==> src/rtl/keypad_scanner.sv <==
// rtl/keypad_scanner.sv - matrix keypad scanner with frame debounce and event FIFO
module keypad_scanner #(
    parameter int N_COLS     = 4,
    parameter int N_ROWS     = 4,
    parameter int SCAN_DIV   = 1000,
    parameter int DEBOUNCE   = 4,
    parameter int FIFO_DEPTH = 4,
    parameter int CW         = $clog2(N_COLS * N_ROWS)
) (
    input  logic              clk_i,
    input  logic              rst_ni,
    input  logic              scan_en_i,
    output logic [N_COLS-1:0] cols_o,
    input  logic [N_ROWS-1:0] rows_i,
    output logic              key_valid_o,
    input  logic              key_ready_i,
    output logic [CW-1:0]     key_code_o,
    output logic              is_num_o,
    output logic              is_op_o,
    output logic              is_eq_o,
    output logic              is_clr_o,
    output logic [3:0]        num_val_o,
    output logic [1:0]        op_val_o,
    output logic              key_held_o,
    output logic              overflow_o,
    input  logic              clr_ovf_i
);
    localparam int DW  = (SCAN_DIV > 1) ? $clog2(SCAN_DIV) : 1;
    localparam int CIW = $clog2(N_COLS);
    localparam int PW  = $clog2(FIFO_DEPTH);
    localparam logic [CW-1:0] NR = CW'(N_ROWS);
    localparam bit DEC_EN = (N_COLS == 4) && (N_ROWS == 4);

    typedef enum logic [1:0] {S_IDLE, S_CAND, S_PRESSED} state_t;

    logic [N_ROWS-1:0] sync1_q, sync2_q;
    logic [DW-1:0]     dwell_q;
    logic [CIW-1:0]    col_q;
    logic [1:0]        acc_n_q;
    logic [CW-1:0]     acc_code_q;
    state_t            state_q;
    logic [CW-1:0]     cand_q;
    logic [3:0]        cnt_q;

    logic          col_end, frame_end, f_none, f_single, fire;
    logic [1:0]    samp_n, tot_n;
    logic [2:0]    sum_n;
    logic [CW-1:0] samp_r, samp_code, tot_code, ev_c, ev_r;
    logic          ev_num, ev_op, ev_eq, ev_clr;
    logic [3:0]    ev_num_val;
    logic [1:0]    ev_op_val;

    always_comb begin
        cols_o = '0;
        if (scan_en_i) cols_o[col_q] = 1'b1;
    end

    // Frame result accumulates as a saturating bit count (0/1/many) plus the single code seen.
    always_comb begin
        col_end   = scan_en_i && (dwell_q == DW'(SCAN_DIV - 1));
        frame_end = col_end && (col_q == CIW'(N_COLS - 1));
        samp_n = 2'd0;
        samp_r = '0;
        for (int i = 0; i < N_ROWS; i++) begin
            if (sync2_q[i]) begin
                samp_r = CW'(i);
                if (samp_n != 2'd2) samp_n = samp_n + 2'd1;
            end
        end
        samp_code = CW'(col_q) * NR + samp_r;
        sum_n     = {1'b0, acc_n_q} + {1'b0, samp_n};
        tot_n     = (sum_n >= 3'd2) ? 2'd2 : sum_n[1:0];
        tot_code  = (samp_n == 2'd1) ? samp_code : acc_code_q;
        f_none    = (tot_n == 2'd0);
        f_single  = (tot_n == 2'd1);
        fire      = frame_end && f_single &&
                    (((state_q == S_IDLE) && (DEBOUNCE == 1)) ||
                     ((state_q == S_CAND) && (tot_code == cand_q) &&
                      (cnt_q + 4'd1 == 4'(DEBOUNCE))));
    end

    always_comb begin
        ev_c       = tot_code / NR;
        ev_r       = tot_code % NR;
        ev_num     = 1'b0;
        ev_op      = 1'b0;
        ev_eq      = 1'b0;
        ev_clr     = 1'b0;
        ev_num_val = 4'd0;
        ev_op_val  = 2'd0;
        if (DEC_EN) begin
            if (ev_c < CW'(3) && ev_r < CW'(3)) begin
                ev_num     = 1'b1;
                ev_num_val = 4'(3 * ev_r + ev_c + 1);
            end else if (ev_c == CW'(1)) begin
                ev_num = 1'b1;
            end else if (ev_c == CW'(3)) begin
                ev_op     = 1'b1;
                ev_op_val = 2'(ev_r);
            end else if (ev_c == CW'(2)) begin
                ev_eq = 1'b1;
            end else begin
                ev_clr = 1'b1;
            end
        end
    end

    always_ff @(posedge clk_i or negedge rst_ni) begin
        if (!rst_ni) begin
            sync1_q    <= '0;
            sync2_q    <= '0;
            dwell_q    <= '0;
            col_q      <= '0;
            acc_n_q    <= 2'd0;
            acc_code_q <= '0;
        end else begin
            sync1_q <= rows_i;
            sync2_q <= sync1_q;
            if (!scan_en_i) begin
                dwell_q    <= '0;
                col_q      <= '0;
                acc_n_q    <= 2'd0;
                acc_code_q <= '0;
            end else if (col_end) begin
                dwell_q <= '0;
                if (frame_end) begin
                    col_q      <= '0;
                    acc_n_q    <= 2'd0;
                    acc_code_q <= '0;
                end else begin
                    col_q      <= col_q + CIW'(1);
                    acc_n_q    <= tot_n;
                    acc_code_q <= tot_code;
                end
            end else begin
                dwell_q <= dwell_q + DW'(1);
            end
        end
    end

    always_ff @(posedge clk_i or negedge rst_ni) begin
        if (!rst_ni) begin
            state_q <= S_IDLE;
            cand_q  <= '0;
            cnt_q   <= 4'd0;
        end else if (!scan_en_i) begin
            state_q <= S_IDLE;
            cand_q  <= '0;
            cnt_q   <= 4'd0;
        end else if (frame_end) begin
            case (state_q)
                S_IDLE: if (f_single) begin
                    cand_q <= tot_code;
                    if (DEBOUNCE == 1) begin
                        state_q <= S_PRESSED;
                        cnt_q   <= 4'd0;
                    end else begin
                        state_q <= S_CAND;
                        cnt_q   <= 4'd1;
                    end
                end
                S_CAND: if (!f_single) begin
                    state_q <= S_IDLE;
                    cnt_q   <= 4'd0;
                end else if (tot_code != cand_q) begin
                    cand_q <= tot_code;
                    cnt_q  <= 4'd1;
                end else if (fire) begin
                    state_q <= S_PRESSED;
                    cnt_q   <= 4'd0;
                end else begin
                    cnt_q <= cnt_q + 4'd1;
                end
                default: if (!f_none) begin
                    cnt_q <= 4'd0;
                end else if (cnt_q + 4'd1 == 4'(DEBOUNCE)) begin
                    state_q <= S_IDLE;
                    cnt_q   <= 4'd0;
                end else begin
                    cnt_q <= cnt_q + 4'd1;
                end
            endcase
        end
    end

    assign key_held_o = (state_q == S_PRESSED);

    logic [CW-1:0] mem_code [FIFO_DEPTH];
    logic [3:0]    mem_cls  [FIFO_DEPTH];
    logic [3:0]    mem_num  [FIFO_DEPTH];
    logic [1:0]    mem_op   [FIFO_DEPTH];
    logic [PW-1:0] wr_q, rd_q;
    logic [PW:0]   count_q;
    logic          full, pop, push_ok, drop;

    always_comb begin
        full    = (count_q == (PW + 1)'(FIFO_DEPTH));
        pop     = key_valid_o && key_ready_i;
        push_ok = fire && (!full || pop);
        drop    = fire && full && !pop;
    end

    always_ff @(posedge clk_i) begin
        if (push_ok) begin
            mem_code[wr_q] <= tot_code;
            mem_cls[wr_q]  <= {ev_num, ev_op, ev_eq, ev_clr};
            mem_num[wr_q]  <= ev_num_val;
            mem_op[wr_q]   <= ev_op_val;
        end
    end

    always_ff @(posedge clk_i or negedge rst_ni) begin
        if (!rst_ni) begin
            wr_q       <= '0;
            rd_q       <= '0;
            count_q    <= '0;
            overflow_o <= 1'b0;
        end else begin
            if (push_ok) wr_q <= wr_q + PW'(1);
            if (pop)     rd_q <= rd_q + PW'(1);
            case ({push_ok, pop})
                2'b10:   count_q <= count_q + (PW + 1)'(1);
                2'b01:   count_q <= count_q - (PW + 1)'(1);
                default: count_q <= count_q;
            endcase
            // A drop wins over a same-cycle clear so the loss is never hidden.
            if (drop)           overflow_o <= 1'b1;
            else if (clr_ovf_i) overflow_o <= 1'b0;
        end
    end

    always_comb begin
        key_valid_o = (count_q != '0);
        key_code_o  = key_valid_o ? mem_code[rd_q] : '0;
        {is_num_o, is_op_o, is_eq_o, is_clr_o} = key_valid_o ? mem_cls[rd_q] : 4'd0;
        num_val_o   = key_valid_o ? mem_num[rd_q] : 4'd0;
        op_val_o    = key_valid_o ? mem_op[rd_q] : 2'd0;
    end
endmodule

==> config.mk <==
export PLATFORM = sky130hd
export DESIGN_NAME = keypad_scanner
export DESIGN_NICKNAME = d
export VERILOG_FILES = /design/src/rtl/keypad_scanner.sv
export SDC_FILE = /design/constraint.sdc
export NUM_CORES = 1
export LEC_CHECK = 0
export ABC_AREA = 1
export CAP_MARGIN = 10
export CORE_ASPECT_RATIO = 1.2
export CORE_UTILIZATION = 60
export DETAILED_ROUTE_END_ITERATION = 6
export PLACE_DENSITY = 0.8
export SYNTH_ARGS = -nofsm -noshare
export SYNTH_HDL_FRONTEND = slang
export SYNTH_SLANG_ARGS = --single-unit
==> constraint.sdc <==
create_clock -name clk_i -period 9.7 [get_ports clk_i]
set_clock_uncertainty 0.2 [all_clocks]
set_input_delay 1.94 -clock clk_i [delete_from_list [all_inputs] [get_ports clk_i]]
set_output_delay 1.94 -clock clk_i [all_outputs]
set_load 0.05 [all_outputs]
### Yosys cells after proc, flatten, opt, wreduce, memory -nomap -nowiden

Memories as Yosys holds them, arrays and structs flattened.
Index checks and enable logic that the tools add are counted.

* bits of input ports: 9
* memories kept: 4
* bits in writable memories: 56
* register bits: 44
* word-level logic and storage cells: 164
* output and inout bits: 21

* eq/ne operators: 28
* $lt $le $gt $ge: 5
* $mul: 1
* mux-type cells: 76
* reduce and logical (&&, ||, !) cells: 23
* add/sub/neg operators: 14

Memories
* mem_cls: depth 4, width 4, read ports 1, clocked after memory_dff 0, write ports 1, line 189 `logic [3:0] mem_cls [FIFO_DEPTH];`
* mem_code: depth 4, width 4, read ports 1, clocked after memory_dff 0, write ports 1, line 188 `logic [CW-1:0] mem_code [FIFO_DEPTH];`
* mem_num: depth 4, width 4, read ports 1, clocked after memory_dff 0, write ports 1, line 190 `logic [3:0] mem_num [FIFO_DEPTH];`
* mem_op: depth 4, width 2, read ports 1, clocked after memory_dff 0, write ports 1, line 191 `logic [1:0] mem_op [FIFO_DEPTH];`

Operators with widths (count)
* $mux 4: 23
* $mux 2: 26
* $mux 1: 20
* $mux 10: 2
* $pmux 4 s2: 2
* $add 2x1->2 const B: 6
* $logic_and 1x1->1: 12
* $add 10x1->10 const B: 1
* $eq 10x10->1 const B: 1
* $eq 2x1->1 const B: 5
* $eq 2x2->1 const B: 5
* $add 4x1->4 const B: 2
* $ne 4x1->1 const B: 2
* $ne 4x4->1 const B: 2
* $ne 2x2->1 const B: 3
* $ne 3x3->1 const B: 2
* $pmux 3 s2: 1
* $reduce_and 6->1: 1
* $reduce_and 5->1: 1
* $add 4x2->4: 1
* $add 4x4->4: 1
* $eq 4x3->1 const B: 1
* $eq 4x4->1: 1
* $logic_not 2->1: 2
* 20 further kinds: 24

### Logic depth before layout (Yosys ltp)

* word-level depth: 22
* gate-level depth with buffers: 25
* depth with buffers taken out: 25

### Worst setup path after synthesis

Ideal clock, no wire load.

* kind: input port to output port
* start point: input port scan_en_i
* end point: output port cols_o[0]
* slack: 4.757 ns
* path buffers: 2
* required time: 7.560 ns
* cell stages on the path: 4
* arrival: 2.803 ns
* cell sequence: clkbuf_1 -> clkbuf_1 -> nand2_1 -> inv_1

* word-level cells in the longest chain between the ends: 1

RTL lines
* start, declared: line 12 `input logic scan_en_i,`
* $mux 4: line 55 `if (scan_en_i) cols_o[col_q] = 1'b1;`
* end, declared: line 13 `output logic [N_COLS-1:0] cols_o,`

Every way passes these cells.

### Worst setup path after layout

* start point: input port scan_en_i
* end point: output port cols_o[3]

The elaborated chain is that of the path after synthesis.

==> key figures <==
Outcome
  • Status: completed

Route
  • Via count: 3,609
  • Drt drc: 0
  • TritonRoute pass-1 iters: 5
  • DR WL/cell: 14.5 µm
  • Via-per-instance ratio: 5.48
  • DR iter-0 viols: 140
  • Final WL: 9530 µm
  • Antenna viol nets, final: 0

Clock tree
  • Clock Sinks: 100
  • H-tree depth: 3
  • Post-CTS Hold Buffers: 0
  • CTS buffer count: 9
  • Post-CTS Setup Bufs: 0
  • CTS clk-pin slew, worst paths: 0.08 ns
  • CTS tree: built
  • Root Driver: clkbuf_8
  • Clk_lat worst skew: 0.38 ns
  • Post-CTS resize count: 0
  • Clk buf depth: 2

Critical path
  • Crit-path max cell delay: 0.80 ns
  • CP top delay family: buffers and inverters
  • Critical path startpoint category: primary input
  • CP max FO: 16
  • Reg-to-Reg Start: sync2_q[1]
  • FF-to-FF setup slack: 5.18 ns
  • CP bufs+invs: 3
  • FF-to-FF End: mem_cls[0][1]
  • Worst Path Class, Setup: in2out
  • Worst-path cell chain: clkdlybuf4s50_1 > nand2_1 > inv_1 > clkdlybuf4s50_1
  • Worst reg2reg path depth: 17
  • Worst path most repeated cell: clkdlybuf4s50_1
  • Slowest cell on the critical path: clkdlybuf4s50_1
  • CP Capture Type: primary output
  • Critical Path AT: 3.84 ns
  • Worst endpoint required time: 7.56 ns

Synth
  • Async set-reset flop share out of synthesis: 44.0%
  • Cells after Synth: 526
  • Largest cells by area after synthesis: edfxtp_1, dfrtp_1, nor2_1, inv_1, nand2_1
  • Syn_area_per_cell: 9.53 µm²
  • Ys flop type: edfxtp_1
  • Seq cells post-synth: 100
  • Count leader, synth: nor2_1
  • Post-synthesis sequential area ratio: 55.5%
  • Number of flops mapped to enable cells by yosys: 56
  • Synth Cell Area: 5010 µm²
  • Top cell type's share of synthesized area: 33.5%
  • Yosys top cell by area: edfxtp_1
  • Warnings from Yosys: 0
  • Synth cell types: 37
  • Syn Nets: 559
  • Commonest cells in the netlist: nor2_1, inv_1, nand2_1, edfxtp_1, dfrtp_1

Finish
  • Fin area: 5610 µm²
  • Fillcell total: 592
  • Layout cells sized above 1: 7.82%
  • Total inserted antenna cells: 0
  • Post-route core utilization: 69.2%
  • Area Growth Syn to Fin: 12.0%
  • Area occupied by multi-input gates: 1920 µm²
  • Register area: 2780 µm²
  • Nets@finish: 591

Power and ir drop
  • Design Power: 0.00133 W
  • Internal: 0.000786 W
  • Psw: 0.000544 W
  • Worst vdd ir: 0.126 mV
  • Clock Power Share: 21.6%
  • Sw frac: 40.9%
  • Logic pwr share: 39.8%
  • Leakage: 2.47 nW
  • Power Dens Cells: 237 nW/µm²
  • Part of the power in registers: 38.7%

Timing
  • Setup violators final: 0
  • Worst-Margin Slew: 1.19 ns
  • Endpoints failing hold: 0
  • Crit share post-route: 61.6%
  • Tmin final: 5.98 ns
  • RSZ-0062 raised after global routing: no
  • Max_slew headroom: 20.5%
  • Setup_tns: 0 ns
  • Final slew viol count: 0
  • Fmax: 167 MHz

Die
  • Die footprint: 8730 µm²
  • Starting Density: 61.8%
  • Die Y: 102 µm
  • Num rows: 36
  • Die X-Extent: 85.4 µm
  • # IOs: 30
  • Core footprint: 8110 µm²

Placement
  • Post-DP HPWL: 6600 µm
  • PortBufs: 29
  • Post-DP Area: 5400 µm²
  • Gpl congestion: 0.909

Min path
  • Worst hold endpoint: sync2_q[0]
  • Min-Delay Path Class: reg2reg
  • Hold Path Depth: 0
  • Min-delay src: sync1_q[0]

Run
  • Max cap viols: 0

Global route
  • Largest net degree at the start of global routing: 45
  • Vias in the first global route: 3,453
  • First-pass GRT wire length: 15,700 µm
  • GR Overflow Total: 0
  • Initial antenna violation count: 0
  • GR Util All Layers: 23.7%
-- routing by layer --
layer,vias up,global-route usage [%],part of all wire [%]
met4,0,11.2,1.7
met3,14,4.04,5.0
li1,1784,-,-
met2,87,43.8,53
met1,1724,26.9,41
met5,-,0,0
-- worst max path at each step --
stage / depth (start not counted) / slack (ns) / start / endpoint
floorplan: 4 / 4.76 / scan_en_i / cols_o[0]
global placement: 4 / 3.75 / scan_en_i / cols_o[3]
detailed placement: 4 / 3.75 / scan_en_i / cols_o[3]
CTS: 4 / 3.72 / scan_en_i / cols_o[3]
global route: 4 / 3.63 / scan_en_i / cols_o[3]
finish: 4 / 3.72 / scan_en_i / cols_o[3]
-- area by class of cell --
| cell class | instances | area share, % |
|---|---|---|
| sequential | 100 | 49.6 |
| multi-input combinational | 342 | 34.1 |
| timing repair buffer | 32 | 5.48 |
| inverter | 73 | 4.88 |
| clock buffer | 10 | 2.27 |
| tap | 95 | 2.12 |
| clock inverter | 6 | 1.56 |
-- kinds of logic after synthesis --
family          Yosys count  synth area share [%]
xor+xnor                 10                  1.75
flops                   100                  55.5
buf+inv                  84                  6.29
compound gates           78                  8.61
fa+ha+maj                24                  6.59
simple gates            230                  21.3
-- cell usage in the layout (no fill, tap or decap), types with 3 or more instances in the layout --
cell and count:
o21ai_0 42, dfrtp_1 44, clkbuf_8 9, nand4_1 4
nand2_1 72, edfxtp_1 56, nor3_1 5, xnor2_1 4
clkdlybuf4s50_1 28, nand3_1 24, nor4_1 3, xor2_1 6
nand2_4 7, nand2_2 5, nand3_2 4, inv_1 72
nor2_1 98, fa_1 4, o22ai_1 5, a21oi_1 23
buf_4 3, ha_1 20
-- through the flow --
stage,hold slack [ns],std cells,worst slack (ns)
floorplan,0.131,526,4.76
global placement,0.134,642,3.75
detailed placement,0.135,642,3.75
CTS,0.155,658,3.72
global route,0.162,658,3.63
finish,0.153,658,3.72
-- power by group through the flow --
stage | logic, W | clock network, W | registers, W
after floorplan | 0.000404 | 0 | 0.000495
after detailed placement | 0.000528 | 0 | 0.000524
after CTS | 0.000531 | 0.000291 | 0.000515
final | 0.000529 | 0.000287 | 0.000515
after global placement | 0.000513 | 0 | 0.000522
after global routing | 0.000573 | 0.000306 | 0.000520
-- state kept, by name, indices dropped and copies added, names as in the netlist, 8 cells and up --
| signal | count |
|---|---|
| dwell_q | 10 |
| mem_cls | 16 |
| mem_code | 16 |
| mem_num | 16 |
| mem_op | 8 |
(Power assumes the default switching activity.)
